$ cat src/rtl/axis_master.sv
// Single-beat AXI4-Stream master.
// A 0->1 edge on send captures data into a one-entry pending buffer. The
// buffered word moves to the output registers when the output is idle. It is
// held there until the sink accepts it. Each accepted beat is a complete
// one-word packet, and finish pulses for one cycle after the handshake.
module axis_master #(
  parameter int DATA_WIDTH = 32
) (
  input  logic                  aclk,
  input  logic                  areset,
  input  logic [DATA_WIDTH-1:0] data,
  input  logic                  send,
  input  logic                  tready,
  output logic                  tvalid,
  output logic                  tlast,
  output logic [DATA_WIDTH-1:0] tdata,
  output logic                  finish
);

  // Delayed copy of send for edge detection. It resets to 1 so that a send
  // level held high through reset does not count as a fresh request.
  logic                  r_send_q;

  // One-entry pending buffer.
  logic                  r_pend_valid;
  logic [DATA_WIDTH-1:0] r_pend_data;

  // Output stage registers.
  logic                  r_tvalid;
  logic                  r_tlast;
  logic [DATA_WIDTH-1:0] r_tdata;
  logic                  r_finish;

  logic                  w_rise;
  logic                  w_capture;
  logic                  w_handshake;
  logic                  w_load;

  assign w_rise      = send & ~r_send_q;
  // A request is dropped silently when the buffer is already occupied.
  assign w_capture   = w_rise & ~r_pend_valid;
  assign w_handshake = r_tvalid & tready;
  // The output only loads while idle. The buffer is therefore never moved
  // out on a handshake edge, which forces at least one idle cycle between
  // beats.
  assign w_load      = ~r_tvalid & r_pend_valid;

  // Track the previous send level for rising-edge detection.
  always_ff @(posedge aclk or posedge areset) begin
    if (areset) begin
      r_send_q <= 1'b1;
    end else begin
      r_send_q <= send;
    end
  end

  // The pending buffer fills on an accepted rise and empties when its word
  // moves to the output. The two cases are exclusive: filling needs an empty
  // buffer, and emptying needs a full one.
  always_ff @(posedge aclk or posedge areset) begin
    if (areset) begin
      r_pend_valid <= 1'b0;
      r_pend_data  <= '0;
    end else if (w_capture) begin
      r_pend_valid <= 1'b1;
      r_pend_data  <= data;
    end else if (w_load) begin
      r_pend_valid <= 1'b0;
    end
  end

  // The output stage loads from the buffer when idle and holds while
  // stalled. It retires the beat on a handshake. tdata keeps its last value
  // after the handshake.
  always_ff @(posedge aclk or posedge areset) begin
    if (areset) begin
      r_tvalid <= 1'b0;
      r_tlast  <= 1'b0;
      r_tdata  <= '0;
    end else if (w_load) begin
      r_tvalid <= 1'b1;
      r_tlast  <= 1'b1;
      r_tdata  <= r_pend_data;
    end else if (w_handshake) begin
      r_tvalid <= 1'b0;
      r_tlast  <= 1'b0;
    end
  end

  // finish is a one-cycle pulse in the cycle after each accepted beat.
  always_ff @(posedge aclk or posedge areset) begin
    if (areset) begin
      r_finish <= 1'b0;
    end else begin
      r_finish <= w_handshake;
    end
  end

  assign tvalid = r_tvalid;
  assign tlast  = r_tlast;
  assign tdata  = r_tdata;
  assign finish = r_finish;

endmodule

$ cat config.mk
export PLATFORM = sky130hd
export DESIGN_NAME = axis_master
export DESIGN_NICKNAME = d
export VERILOG_FILES = /design/src/rtl/axis_master.sv
export SDC_FILE = /design/constraint.sdc
export NUM_CORES = 1
export LEC_CHECK = 0
export ABC_AREA = 1
export BUFFER_PORTS_ARGS = -buffer_cell sky130_fd_sc_hd__clkbuf_2
export CAP_MARGIN = 30
export CORE_ASPECT_RATIO = 0.75
export CORE_MARGIN = 1
export CORE_UTILIZATION = 25
export DETAILED_ROUTE_END_ITERATION = 8
export PLACE_DENSITY = 0.52
export SYNTH_ARGS = -nofsm -noshare
export SYNTH_HDL_FRONTEND = slang
export SYNTH_SLANG_ARGS = --single-unit
$ cat constraint.sdc
create_clock -name aclk -period 2 [get_ports aclk]
set_input_delay 0.1 -clock aclk [delete_from_list [all_inputs] [get_ports aclk]]
set_output_delay 0.1 -clock aclk [all_outputs]
set_load 0.1 [all_outputs]
==> impl_metrics.ini, run 1 <==
[run_status]
status = finished clean

[sta]
worst_slew_pin_slew_ns = 0.578
finalWorstSetupSlack_ns = 0.275
max_freq_ghz = 0.580
fin_worst_skew_ns = 0.00489
drv_slew = 0
rsz0062_at_grt = false
slew_headroom_pct = 61.4
period_share_pct = 86.3
hold_violations = 0
setup_violations = 0
tns_ns = 0
period_minus_slack_ns = 1.73

[worst_setup_path]
cp_max_fo = 34
critPathLaunchType = flip-flop
slowest_delay_ns = 0.55
critical_path.cell_chain = inv_4 > nand3_4 > nand2_1 > nand2_1
crit_start = r_pend_valid
worstPathRequired_ns = 2.21
r2r_end = r_pend_data[25]
slowest_stage = dfrtp_1
worstPathArrival_ns = 1.93
cp_common_cell = nand2_1
setup.worst_path.class = reg2reg
worstReg2RegStart = r_pend_valid
reg2reg_slack_ns = 0.27
cp-end-kind = flip-flop
ff2ff_path_depth = 4

[synthesis]
synth_nets = 330
yosys_warnings = 0
synth_cells = 294
yosysSeqAreaShare_pct = 61.6
synth_area_leader_cell = dfrtp_1
synth_area_per_cell_um2 = 9.41
ys_top_cells_by_area = dfrtp_1, nand2_1, nand4_1, nand3_1, buf_6
ys_types = 14
synth_area_mm2 = 0.00277
ys_ff_latch = 68
yosysTopAreaCellShare_pct = 60.6

[cells_and_area]
fillCellCount = 1117
diodes = 0
finalCoreUtilization_pct = 33.4
layout-drive-gt1-share_pct = 27.0
synthToLayoutAreaGrowth_pct = 27.3
nNetsFinal = 397
final_area_mm2 = 0.00352

[placed_design]
place.gp.congestion = 0.704
dpl_cell_area_mm2 = 0.00320
numPortBuffers = 70
hpwl_mm = 4.72
dp_slack_ns = 0.284

[cts]
cts_tree = built
clockBufferDepth = 2
root_buffer = clkbuf_16
clk_pin_slew_ns = 0.06
cts_resized = 0
numClockSinks = 68
clock_latency_ns = 0.33
cts_buffers = 9
htree_num_levels = 3

[detailed_routing]
vias = 2231
firstDrtPassIters = 4
wl_per_cell_um = 14.1
routed_wl_mm = 7.09
ant_nets = 0
vias_per_cell = 4.44
drc = 0
drtIter0Drc = 95

[global_route]
gr-total-overflow = 0
met1_usage_pct = 18.8
grt_antenna_before_repair = 0
gr-usage-met2_pct = 19.3
first_global_vias = 2236
grt_util_met3_pct = 4.88
globalRouteTotalUtil_pct = 13.6
gr-max-usage-layer = met2
grt_start_max_net_pins = 35
grt_pass1_wl_mm = 11.5

[run]
drv_cap = 0

[die]
dieArea_mm2 = 0.0115
start_util_pct = 26.3
chipWidth_um = 123
coreArea_mm2 = 0.0105
die_h_um = 93.1
placementRows = 32
num_io_pins = 71

[hold_path]
holdCritPathClass = in2reg
worstHoldStart = data[6]
hold_depth = 3
worstHoldEndpoint = r_pend_data[6]
Yosys cell counts:
master,number
buf_6,7
clkbuf_1,2
inv_4,1
nand3_1,32
o21ai_0,2
dfstp_2,1
inv_1,2
inv_2,2
nand4_1,32
dfrtp_1,67
nand2_1,130
buf_4,2
buf_2,13
nand3_4,1
critical path, delay by kind of cell (launching register included):
kind	cells	cell delay [ns]
simple gates	3	0.65
flops	1	0.55
buf+inv	1	0.38
stage by stage:
step	cells	hold WS, ns
final	502	0.0233
after global routing	502	0.0166
after CTS	501	0.000346
after detailed placement	483	0.128
after global placement	483	0.135
after floorplan	294	0.104
layout make-up:
type	count	area (µm²)	area share, %
flip-flops and latches	68	1700	48.4
multi-input cells	197	876	24.9
repair buffers	80	458	13.0
clock buffers	9	225	6.40
well taps	136	170	4.83
clock inverters	7	67.6	1.92
inverters	5	21.3	0.604
repair_timing:
action,in CTS,in global routing
endpoints found under the hold margin,17,1
hold buffers,2,1
setup buffers,0,0
setup endpoints to repair,0,0
state kept, by name, summed over array words and instances, names as in the netlist:
register,flops
finish,1
r_pend_data,32
r_pend_valid,1
r_send_q,1
tdata,32
tlast,1
cells in the final DEF, fill, tap and decap left out:
cell           count
nand2_1          130
clkbuf_2          70
dfrtp_1           67
nand3_1           32
nand4_1           32
clkbuf_16          9
buf_4              5
inv_2              3
clkinvlp_4         3
clkinv_2           3
dlygate4sd3_1      3
o21ai_0            2
buf_12             2
inv_4              1
nand3_4            1
inv_1              1
bufinv_16          1
dfstp_2            1
kinds of logic after synthesis:
group	Yosys count	share of synthesized area (%)
DFF	68	61.6
and+or+nand+nor	195	31.3
buffers and inverters	29	6.78
AOI/OAI and AO/OA	2	0.362
routing by layer:
metal  share of wire [%]  wire, µm
met3                 7.4       524
met2                  44      3090
met4                 1.1        79
met5                   0         0
met1                  48      3400
worst max path at each step:
stage / endpoint / slack, ns
2_1_floorplan: finish / 0.19
3_3_place_gp: r_pend_data[20] / 0.32
3_5_place_dp: r_pend_data[25] / 0.28
6_report: r_pend_data[25] / 0.27
4_1_cts: r_pend_data[25] / 0.28
5_1_grt: r_pend_data[16] / 0.12
Power of run 1 is not shown: default switching activity piles up to over one toggle a cycle in this logic, so the estimate is an artifact.
==> run 2, diff against run 1 <==
==> constraint.sdc (replaced) <==
create_clock -name aclk -period 2 [get_ports aclk]
set_input_delay 0.4 -clock aclk [delete_from_list [all_inputs] [get_ports aclk]]
set_output_delay 0.4 -clock aclk [all_outputs]
set_load 0.1 [all_outputs]
==> impl_metrics.ini, run 2 (synthesized netlist as in run 1, its figures left out) <==
[die]
num_io_pins = 71
dieArea_mm2 = 0.0115
placementRows = 32
chipWidth_um = 123
die_h_um = 93.1
start_util_pct = 26.3
coreArea_mm2 = 0.0105

[cells_and_area]
layout-drive-gt1-share_pct = 26.0
final_common_cell = nand2_1
diodes = 0
finalCoreUtilization_pct = 32.8
final_cell_mix = nand2_1, clkbuf_2, dfrtp_1, nand3_1, nand4_1
fillCellCount = 1110
multi_input_area_um2 = 876
nNetsFinal = 392
synthToLayoutAreaGrowth_pct = 24.8
register_area_mm2 = 0.00170

[detailed_routing]
vias_per_cell = 4.46
routed_wl_mm = 6.81
drtIter0Drc = 102
vias = 2218
wl_per_cell_um = 13.7
firstDrtPassIters = 4
drc = 0
ant_nets = 0

[global_route]
first_global_vias = 2162
grt_pass1_wl_mm = 11.1
globalRouteTotalUtil_pct = 13.2
grt_start_max_net_pins = 58
gr-total-overflow = 0
grt_antenna_before_repair = 0

[cts]
cts-hold-fix-buffers = 0
numClockSinks = 68
clock_latency_ns = 0.33
root_buffer = clkbuf_16
clk_pin_slew_ns = 0.05
postCtsSetupRepairBufs = 0
htree_num_levels = 3
clockBufferDepth = 2
cts_tree = built
cts_buffers = 9
cts_resized = 0

[sta]
setup_violations = 0
period_minus_slack_ns = 1.66
period_share_pct = 82.9
drv_slew = 0
fin_worst_skew_ns = 0.00774
max_freq_ghz = 0.603
rsz0062_at_grt = false
worst_slew_pin_slew_ns = 0.559
tns_ns = 0
hold_violations = 0
slew_headroom_pct = 62.7
finalWorstSetupSlack_ns = 0.341

[hold_path]
holdCritPathClass = in2async

[placed_design]
hpwl_mm = 4.59
dp_slack_ns = 0.355
place.gp.congestion = 0.733
numPortBuffers = 70

[worst_setup_path]
critPathLaunchType = flip-flop
worstPathRequired_ns = 2.22
cp_max_fo = 34
worstPathArrival_ns = 1.87
cp-end-kind = flip-flop
setup.worst_path.class = reg2reg

[run_status]
status = finished clean

[run]
drv_cap = 0
run 2: changes by cell type in the layout (fill, tap and decap cells not counted):
cell	previous run	this run
clkinvlp_4	3	1
inv_2	3	2
clkbuf_1	0	3
dlygate4sd3_1	3	0
bufinv_16	1	0
buf_4	5	3
clkbuf_8	0	1
run 2: worst paths after layout:
kind	to	startpoint	slack [ns]	depth (start not counted)
max	r_pend_data[7]	r_pend_valid	0.34	4
min	r_pend_data[19]	areset	0.02	2
max reg2reg	r_pend_data[7]	r_pend_valid	0.34	4
min reg2reg	r_pend_data[3]	r_pend_data[3]	0.47	2
max in group asynchronous	r_send_q	areset	1.34	3
min in group aclk	finish	tready	0.28	3
run 2: layout make-up:
type,instances,area share (%)
sequential,68,49.3
multi-input combinational,197,25.4
timing repair buffer,75,12.0
clock buffer,13,7.25
tap,136,4.93
inverter,5,0.725
clock inverter,3,0.435
run 2: worst max-delay path, stage by stage (launching register included):
cell     delay, ns
dfrtp_1       0.53
inv_4         0.36
nand3_4       0.39
nand2_1       0.18
nand2_1       0.06
run 2: metal layers:
| layer | vias to the layer above | routed length [µm] | GRT usage [%] |
|---|---|---|---|
| met3 | 10 | 489 | 5.43 |
| met5 | - | 0 | 0 |
| met1 | 1049 | 3290 | 18.0 |
| met4 | 0 | 90 | 4.92 |
| met2 | 68 | 2940 | 18.4 |
| li1 | 1091 | - | - |
run 2: per-stage QoR:
stage,hold slack [ns],cell area (µm²),std cells
global route,0.0322,3450,497
finish,0.0231,3450,497
CTS,0.0221,3450,497
detailed placement,0.380,3190,481
floorplan,0.404,2770,294
global placement,0.386,3190,481
Power of run 2 is left out for the same reason.
